### src/rtl/dac_level_ctrl.sv
// Per-channel DAC level controller: less/more buttons nudge a selected channel's code,
// and a small sequencer pushes every changed channel to the DAC serial driver one write at a time.
module dac_level_ctrl #(
  parameter int          WIDTH = 12,
  parameter int          NCH   = 4,
  parameter int          STEP  = 400,
  parameter int unsigned INIT  = 'h03F
) (
  input  logic             CLK50MHZ,
  input  logic             RST,
  input  logic             less,
  input  logic             more,
  input  logic [3:0]       chsel,
  output logic [WIDTH-1:0] data,
  output logic [3:0]       address,
  output logic [3:0]       command,
  output logic             dactrig,
  input  logic             dacdone,
  output logic             busy
);

  localparam logic [WIDTH-1:0] INIT_C   = WIDTH'(INIT);
  localparam logic [WIDTH-1:0] FULL_C   = '1;
  localparam logic [WIDTH:0]   STEP_C   = (WIDTH+1)'(STEP);
  localparam bit               STEP_BIG = (64'(STEP) >= (64'd1 << WIDTH));
  localparam logic [4:0]       NCH_C    = 5'(NCH);

  typedef enum logic [1:0] {IDLE, TRIG, WAIT} state_t;

  state_t           state_q, state_d;
  logic [WIDTH-1:0] lvl_q [NCH];
  logic [WIDTH-1:0] lvl_d [NCH];
  logic [NCH-1:0]   dirty_q, dirty_d;
  logic [WIDTH-1:0] data_q, data_d;
  logic [3:0]       addr_q, addr_d;
  logic             lessPrev_q, morePrev_q;

  logic             lessEdge, moreEdge, chselOk, adjust;
  logic [WIDTH-1:0] selLvl, newLvl;
  logic [WIDTH:0]   sumUp;
  logic [NCH-1:0]   pickMask;
  logic [3:0]       pickIdx;
  logic [WIDTH-1:0] pickLvl;
  logic             found;

  assign lessEdge = less & ~lessPrev_q;
  assign moreEdge = more & ~morePrev_q;
  assign chselOk  = {1'b0, chsel} < NCH_C;
  assign adjust   = chselOk & (lessEdge ^ moreEdge);

  always_comb begin
    selLvl = '0;
    for (int i = 0; i < NCH; i++) begin
      if (chsel == 4'(i)) selLvl = lvl_q[i];
    end
  end

  // Saturating step; the up-sum carries one extra bit so overflow is visible instead of wrapping.
  always_comb begin
    sumUp  = {1'b0, selLvl} + STEP_C;
    newLvl = selLvl;
    if (moreEdge) begin
      if (STEP_BIG || sumUp[WIDTH]) newLvl = FULL_C;
      else                          newLvl = sumUp[WIDTH-1:0];
    end else begin
      if (STEP_BIG || ({1'b0, selLvl} < STEP_C)) newLvl = '0;
      else                                       newLvl = selLvl - STEP_C[WIDTH-1:0];
    end
  end

  // Lowest-index dirty channel, isolated as the lowest set bit of the flag vector.
  always_comb begin
    pickMask = dirty_q & (-dirty_q);
    found    = |dirty_q;
    pickIdx  = '0;
    pickLvl  = '0;
    for (int i = 0; i < NCH; i++) begin
      if (pickMask[i]) begin
        pickIdx = 4'(i);
        pickLvl = lvl_q[i];
      end
    end
  end

  always_comb begin
    state_d = state_q;
    case (state_q)
      IDLE:    if (found) state_d = TRIG;
      TRIG:    state_d = WAIT;
      WAIT:    if (dacdone) state_d = IDLE;
      default: state_d = IDLE;
    endcase
  end

  // A fresh adjustment re-sets its dirty flag after the pick clears it, so a channel
  // touched while being latched is queued again.
  always_comb begin
    data_d  = data_q;
    addr_d  = addr_q;
    dirty_d = dirty_q;
    lvl_d   = lvl_q;
    if (state_q == IDLE && found) begin
      data_d  = pickLvl;
      addr_d  = pickIdx;
      dirty_d = dirty_q & ~pickMask;
    end
    if (adjust) begin
      for (int i = 0; i < NCH; i++) begin
        if (chsel == 4'(i)) begin
          lvl_d[i]   = newLvl;
          dirty_d[i] = 1'b1;
        end
      end
    end
  end

  // Edge detectors load the live inputs during reset so a button held across release is not an edge.
  always_ff @(posedge CLK50MHZ) begin
    if (RST) begin
      state_q    <= IDLE;
      dirty_q    <= '1;
      data_q     <= INIT_C;
      addr_q     <= '0;
      lessPrev_q <= less;
      morePrev_q <= more;
      for (int i = 0; i < NCH; i++) lvl_q[i] <= INIT_C;
    end else begin
      state_q    <= state_d;
      dirty_q    <= dirty_d;
      data_q     <= data_d;
      addr_q     <= addr_d;
      lessPrev_q <= less;
      morePrev_q <= more;
      for (int i = 0; i < NCH; i++) lvl_q[i] <= lvl_d[i];
    end
  end

  always_comb begin
    dactrig = (state_q == TRIG);
    busy    = (state_q != IDLE);
  end

  assign data    = data_q;
  assign address = addr_q;
  assign command = 4'b0011;

endmodule

### config.mk
export PLATFORM = sky130hd
export DESIGN_NAME = dac_level_ctrl
export DESIGN_NICKNAME = d
export VERILOG_FILES = /design/src/rtl/dac_level_ctrl.sv
export SDC_FILE = /design/constraint.sdc
export NUM_CORES = 1
export LEC_CHECK = 0
export BUFFER_PORTS_ARGS = -buffer_cell sky130_fd_sc_hd__buf_2
export CAP_MARGIN = 0
export CORE_MARGIN = 1.5
export CORE_UTILIZATION = 60
export DETAILED_ROUTE_END_ITERATION = 8
export PLACE_DENSITY_LB_ADDON = 0.2
export SYNTH_ARGS = -nofsm -noshare
export SYNTH_HDL_FRONTEND = slang
export SYNTH_SLANG_ARGS = --single-unit
export TNS_END_PERCENT = 5
### constraint.sdc
create_clock -name CLK50MHZ -period 2.9 [get_ports CLK50MHZ]
set_input_delay 0.29 -clock CLK50MHZ [delete_from_list [all_inputs] [get_ports CLK50MHZ]]
set_output_delay 0.29 -clock CLK50MHZ [all_outputs]
set_load 0.1 [all_outputs]
# Word level (Yosys, flattened, before mapping)
# Cells that the tools add are included.
# word_totals
output_inout_bits,22
elab_cells,64
register_bits,72
input_bits,9
# classes
n_reduce_logical,10
bitwise_logic,9
addsub,3
n_eq_ne,7
muxes,23
order_cmp,2
# op_table
op,n
two-way mux 12 bit,11
two-way mux 4 bit,4
"adder 12 x 9 -> 13 bit, second input constant",1
"< comparator 12 x 9 -> 1 bit, second input constant",1
"subtractor 12 x 9 -> 12 bit, second input constant",1
AND reduction 2 bit,5
bitwise AND 4 bit,2
"equality test 4 x 2 -> 1 bit, second input constant",2
one-hot mux 2 bit (3 select lines),1
two-way mux 1 bit,5
"equality test 4 x 1 -> 1 bit, second input constant",1
logical NOT 4 bit,1
"< comparator 4 x 3 -> 1 bit, second input constant",1
two-way mux 2 bit,2
"!= test 2 bit, second input constant",2
negator 4 bit,1
inverter 4 bit,1
OR reduction 4 bit,1
bitwise AND 1 bit,3
"equality test 2 x 1 -> 1 bit, second input constant",1
"equality test 2 bit, second input constant",1
logical NOT 2 bit,1
inverter 1 bit,2
nonzero test 2 bit,1
other kinds (2),2

# Longest topological paths before layout
# depth
ltp_word,8
depth_mapped,10
depth_no_buf,9

# Worst setup path after synthesis
# Ideal clock, no wire load.
# synth_path
path_kind,reg-to-reg
start,register state_q[0]
end,"register data_q[5], in the netlist data[5]"
stages_incl_launch_ff,8
required_ns,2.780
setup_slack_ns,0.358
path_buffers,3
arrival_time_ns,2.422
period_less_slack_ns,2.542
setup_time_ns,0.120
path_cell_list,dfxtp_1 or2_2 clkbuf_1 or2_2 clkbuf_1 clkbuf_1 nor2_1 a211o_1
# synth_between
elab_chain_cells,2
# synth_rtl
element,line_no,rtl
start: declaration,30,"state_t state_q, state_d;"
start signal: assignment,128,state_q <= state_d;
logical NOT 2 bit,102,if (state_q == IDLE && found) begin
logical AND 1 bit,102,
end signal: assignment,130,data_q <= data_d;
end: declaration,34,"logic [WIDTH-1:0] data_q, data_d;"
# Every way passes these cells.
# A chain may end at the register's enable or synchronous reset.

# Worst setup path after layout
# layout_path
start,input chsel[0]
end,register lvl_q[10] (netlist bit)
# layout_between
elab_chain_cells,8
elab_cells_between_ends,17
classes_between,add/sub (2); order compare (2); eq/ne (3); mux (7); bitwise (1); reduce/logical (2)
# layout_rtl
element,line_no,rtl
start: declaration,13,"input logic [3:0] chsel,"
logical NOT 4 bit,54,if (chsel == 4'(i)) selLvl = lvl_q[i];
two-way mux 12 bit (4 in a row),54,
subtractor 12 x 9 -> 12 bit (tied with other cells),67,else newLvl = selLvl - STEP_C[WIDTH-1:0];
"two-way mux 12 bit, on equally long branches","66, 63",
two-way mux 12 bit,62,if (moreEdge) begin
end: declaration,31,logic [WIDTH-1:0] lvl_q [NCH];
# Parallel ways exist; a longest one is shown, timed or not.

==> results_dict.tcl <==
set metrics [dict create \
    critPathArrivalTime_ns 2.78 \
    synth_area_sq_um 3710 \
    critPathKind "in2reg" \
    syn_avg_cell_area_sq_um 8.58 \
    min_from "less" \
    yosys_warnings 0 \
    cts_tree "yes" \
    ys_seq_area_share_pct 37.7 \
    dp_hpwl_um 7260 \
    setup_viol 0 \
    ant_nets 0 \
    worstSkewPairLatency_ns 0.36 \
    synth_most_common_cell "dfxtp_1" \
    reg2regPathDepth 9 \
    period_share_pct 85.6 \
    syn_to_final_growth_pct 11.8 \
    finalMaxSlewViolations 0 \
    synthTopCellsByArea "dfxtp_1 (38%), nor2_1 (6.2%), a21oi_1 (5.9%)" \
    routabilityCongestion 0.979 \
    synth_cells 433 \
    finish.net_count 467 \
    p_leak_nw 1.60 \
    ys_ff_latch 70 \
    setup_tns_ns 0 \
    core_sq_um 5960 \
    fmax_mhz 403 \
    io-pin-count 31 \
    worstPathRequired_ns 3.20 \
    grtUsageTotal_pct 33.3 \
    min_path_type "in2reg" \
    worst_pin_slew_ns 1.01 \
    skew_ns 0.00670 \
    synth-edff-count 0 \
    drt_pass1_iterations 5 \
    die_width_um 81.7 \
    cts_hold_buffers 0 \
    vias 3549 \
    powerDensity_nw_per_um2 610 \
    maxCapViolCount 0 \
    hold-path-endpoint "lessPrev_q" \
    drt-total-wl_um 10400 \
    antennaDiodeCount 0 \
    synth_async_sr_flop_share_pct 0 \
    rows 28 \
    cts_buffer_depth 2 \
    htreeDepth 3 \
    post_cts_resized 0 \
    drt-initial-drc-count 412 \
    regToRegSetupSlack_ns 0.42 \
    clkTransAtPathRegs_ns 0.08 \
    antenna_found_initial 0 \
    min_period_ns 2.48 \
    clock_sinks 70 \
    crit_fanout 13 \
    via_per_inst 6.62 \
    wl_per_cell_um 19.3 \
    cts_buffers 9 \
    max_slew_margin_pct 31.6 \
    rsz0062_at_grt "false" \
    grt_overflow_total 0 \
    outcome "completed" \
    grt_pass1_vias 3174 \
    drc 0 \
    hold_path_depth 1 \
    timing.hold.ws_ns 0.0408 \
    synth_top_area_cell "dfxtp_1" \
    grt_max_degree 31 \
    grt_pass1_wl_um 16500 \
    reg2reg_from "lvl_q[4]" \
    synth_top_cell_area_share_pct 37.7 \
    cts_root_buf "clkbuf_8" \
    drive_above_1_share_pct 18.4 \
    yosys_most_used_dff "dfxtp_1" \
    regToRegEndpoint "lvl_q[10]" \
    die_area_sq_um 6670 \
    hold_violations 0 \
    ir_drop_mv 0.467 \
    end_kind "flip-flop" \
    ys_types 60 \
    start_kind "input port" \
    portBuffers 24 \
    die_h_um 81.7 \
    start_util_pct 62.4 \
    synth_common_cells "dfxtp_1 (70), nor2_1 (61), a21oi_1 (44)" \
    cts_setup_buffers 0 \
]
-- kinds of logic after synthesis --
group,after synthesis,share of synthesized area (%)
and+or+nand+nor,152,19.6
AOI/OAI and AO/OA,140,27.4
DFF,70,37.7
buffers and inverters,41,5.69
muxes,21,7.44
xor gates and xnor gates,5,1.18
adders and majority gates,2,0.674
other,2,0.202
-- state kept, by name, indices dropped and copies added (netlist names) --
name,flops
dirty_q,4
address,2
data,12
state_q,2
morePrev_q,1
lvl_q,48
lessPrev_q,1
-- critical path: stages --
cell	delay (ns)
buf_2	0.32
mux2i_1	0.27
o22a_1	0.24
inv_1	0.12
ha_1	0.21
and3_1	0.20
nor3_2	0.29
nor3_1	0.08
o21ai_0	0.50
a32o_1	0.28
-- area by class of cell --
class	count	area (sq um)
flip-flops and latches	70	1400
repair buffers	45	278
fillers	486	1800
well taps	75	93.8
clock inverters	5	106
multi-input cells	326	2120
inverters	4	15.0
clock buffers	11	141
-- placed cells by master (no fill, tap or decap), types with 2 or more instances in the layout --
master	Yosys	final
a31oi_1	4	4
bufinv_16	0	3
a32oi_1	4	4
a211oi_1	7	7
conb_1	2	6
o22a_1	6	6
a22o_1	4	4
o21ai_0	10	10
and2_1	4	4
nand3_1	20	20
nand2_1	30	30
o21bai_1	2	2
ha_1	2	2
buf_4	6	21
o22ai_2	2	2
nor2_1	61	61
clkbuf_8	0	10
or3_1	4	4
a211o_1	6	6
buf_2	4	24
a21oi_1	44	44
xnor2_1	4	4
mux4_2	5	5
inv_1	4	4
a32o_1	4	4
o22ai_1	3	3
dfxtp_1	70	70
a221oi_1	12	12
o21ai_2	4	4
o22ai_4	2	2
o31ai_1	9	9
nor2b_1	3	3
o21ai_1	2	2
nor3_4	2	2
nor4_1	4	4
and3_1	8	8
mux2i_1	15	15
nor3_1	8	8
or2_2	2	2
o211ai_1	4	4
-- worst max-delay path by stage --
stage                     startpoint   endpoint  cells after the start
final                       chsel[0]  lvl_q[10]                     10
after detailed placement    chsel[0]  lvl_q[10]                     10
after CTS                   lvl_q[4]  lvl_q[10]                      9
after global placement      chsel[0]  lvl_q[34]                     10
after floorplan           state_q[0]    data[5]                      7
after global routing       lvl_q[16]  lvl_q[10]                      9
-- routing by layer --
layer | routed length, um | GRT usage (%) | up-vias
li1 | - | - | 1645
met1 | 4500 | 45.0 | 1695
met2 | 4690 | 51.4 | 189
met3 | 984 | 8.00 | 20
met4 | 195 | 13.1 | 0
met5 | 0 | 0 | -
-- power breakdown --
group	internal (mW)	switching [mW]	leakage [nW]
Sequential	0.999	0.0271	0.570
Clock	0.596	0.391	0.120
Combinational	0.113	0.407	0.911
-- through the flow --
stage	total power, mW	instances	cell area (sq um)	utilization (%)	setup slack (ns)
floorplan	1.47	437	3730	-	0.358
global placement	1.56	520	3910	65.6	0.232
detailed placement	1.56	520	3910	65.6	0.129
CTS	2.53	536	4150	69.7	0.479
global route	2.61	536	4150	69.7	0.244
finish	2.53	536	4150	69.7	0.417
(Power assumes the default switching activity.)
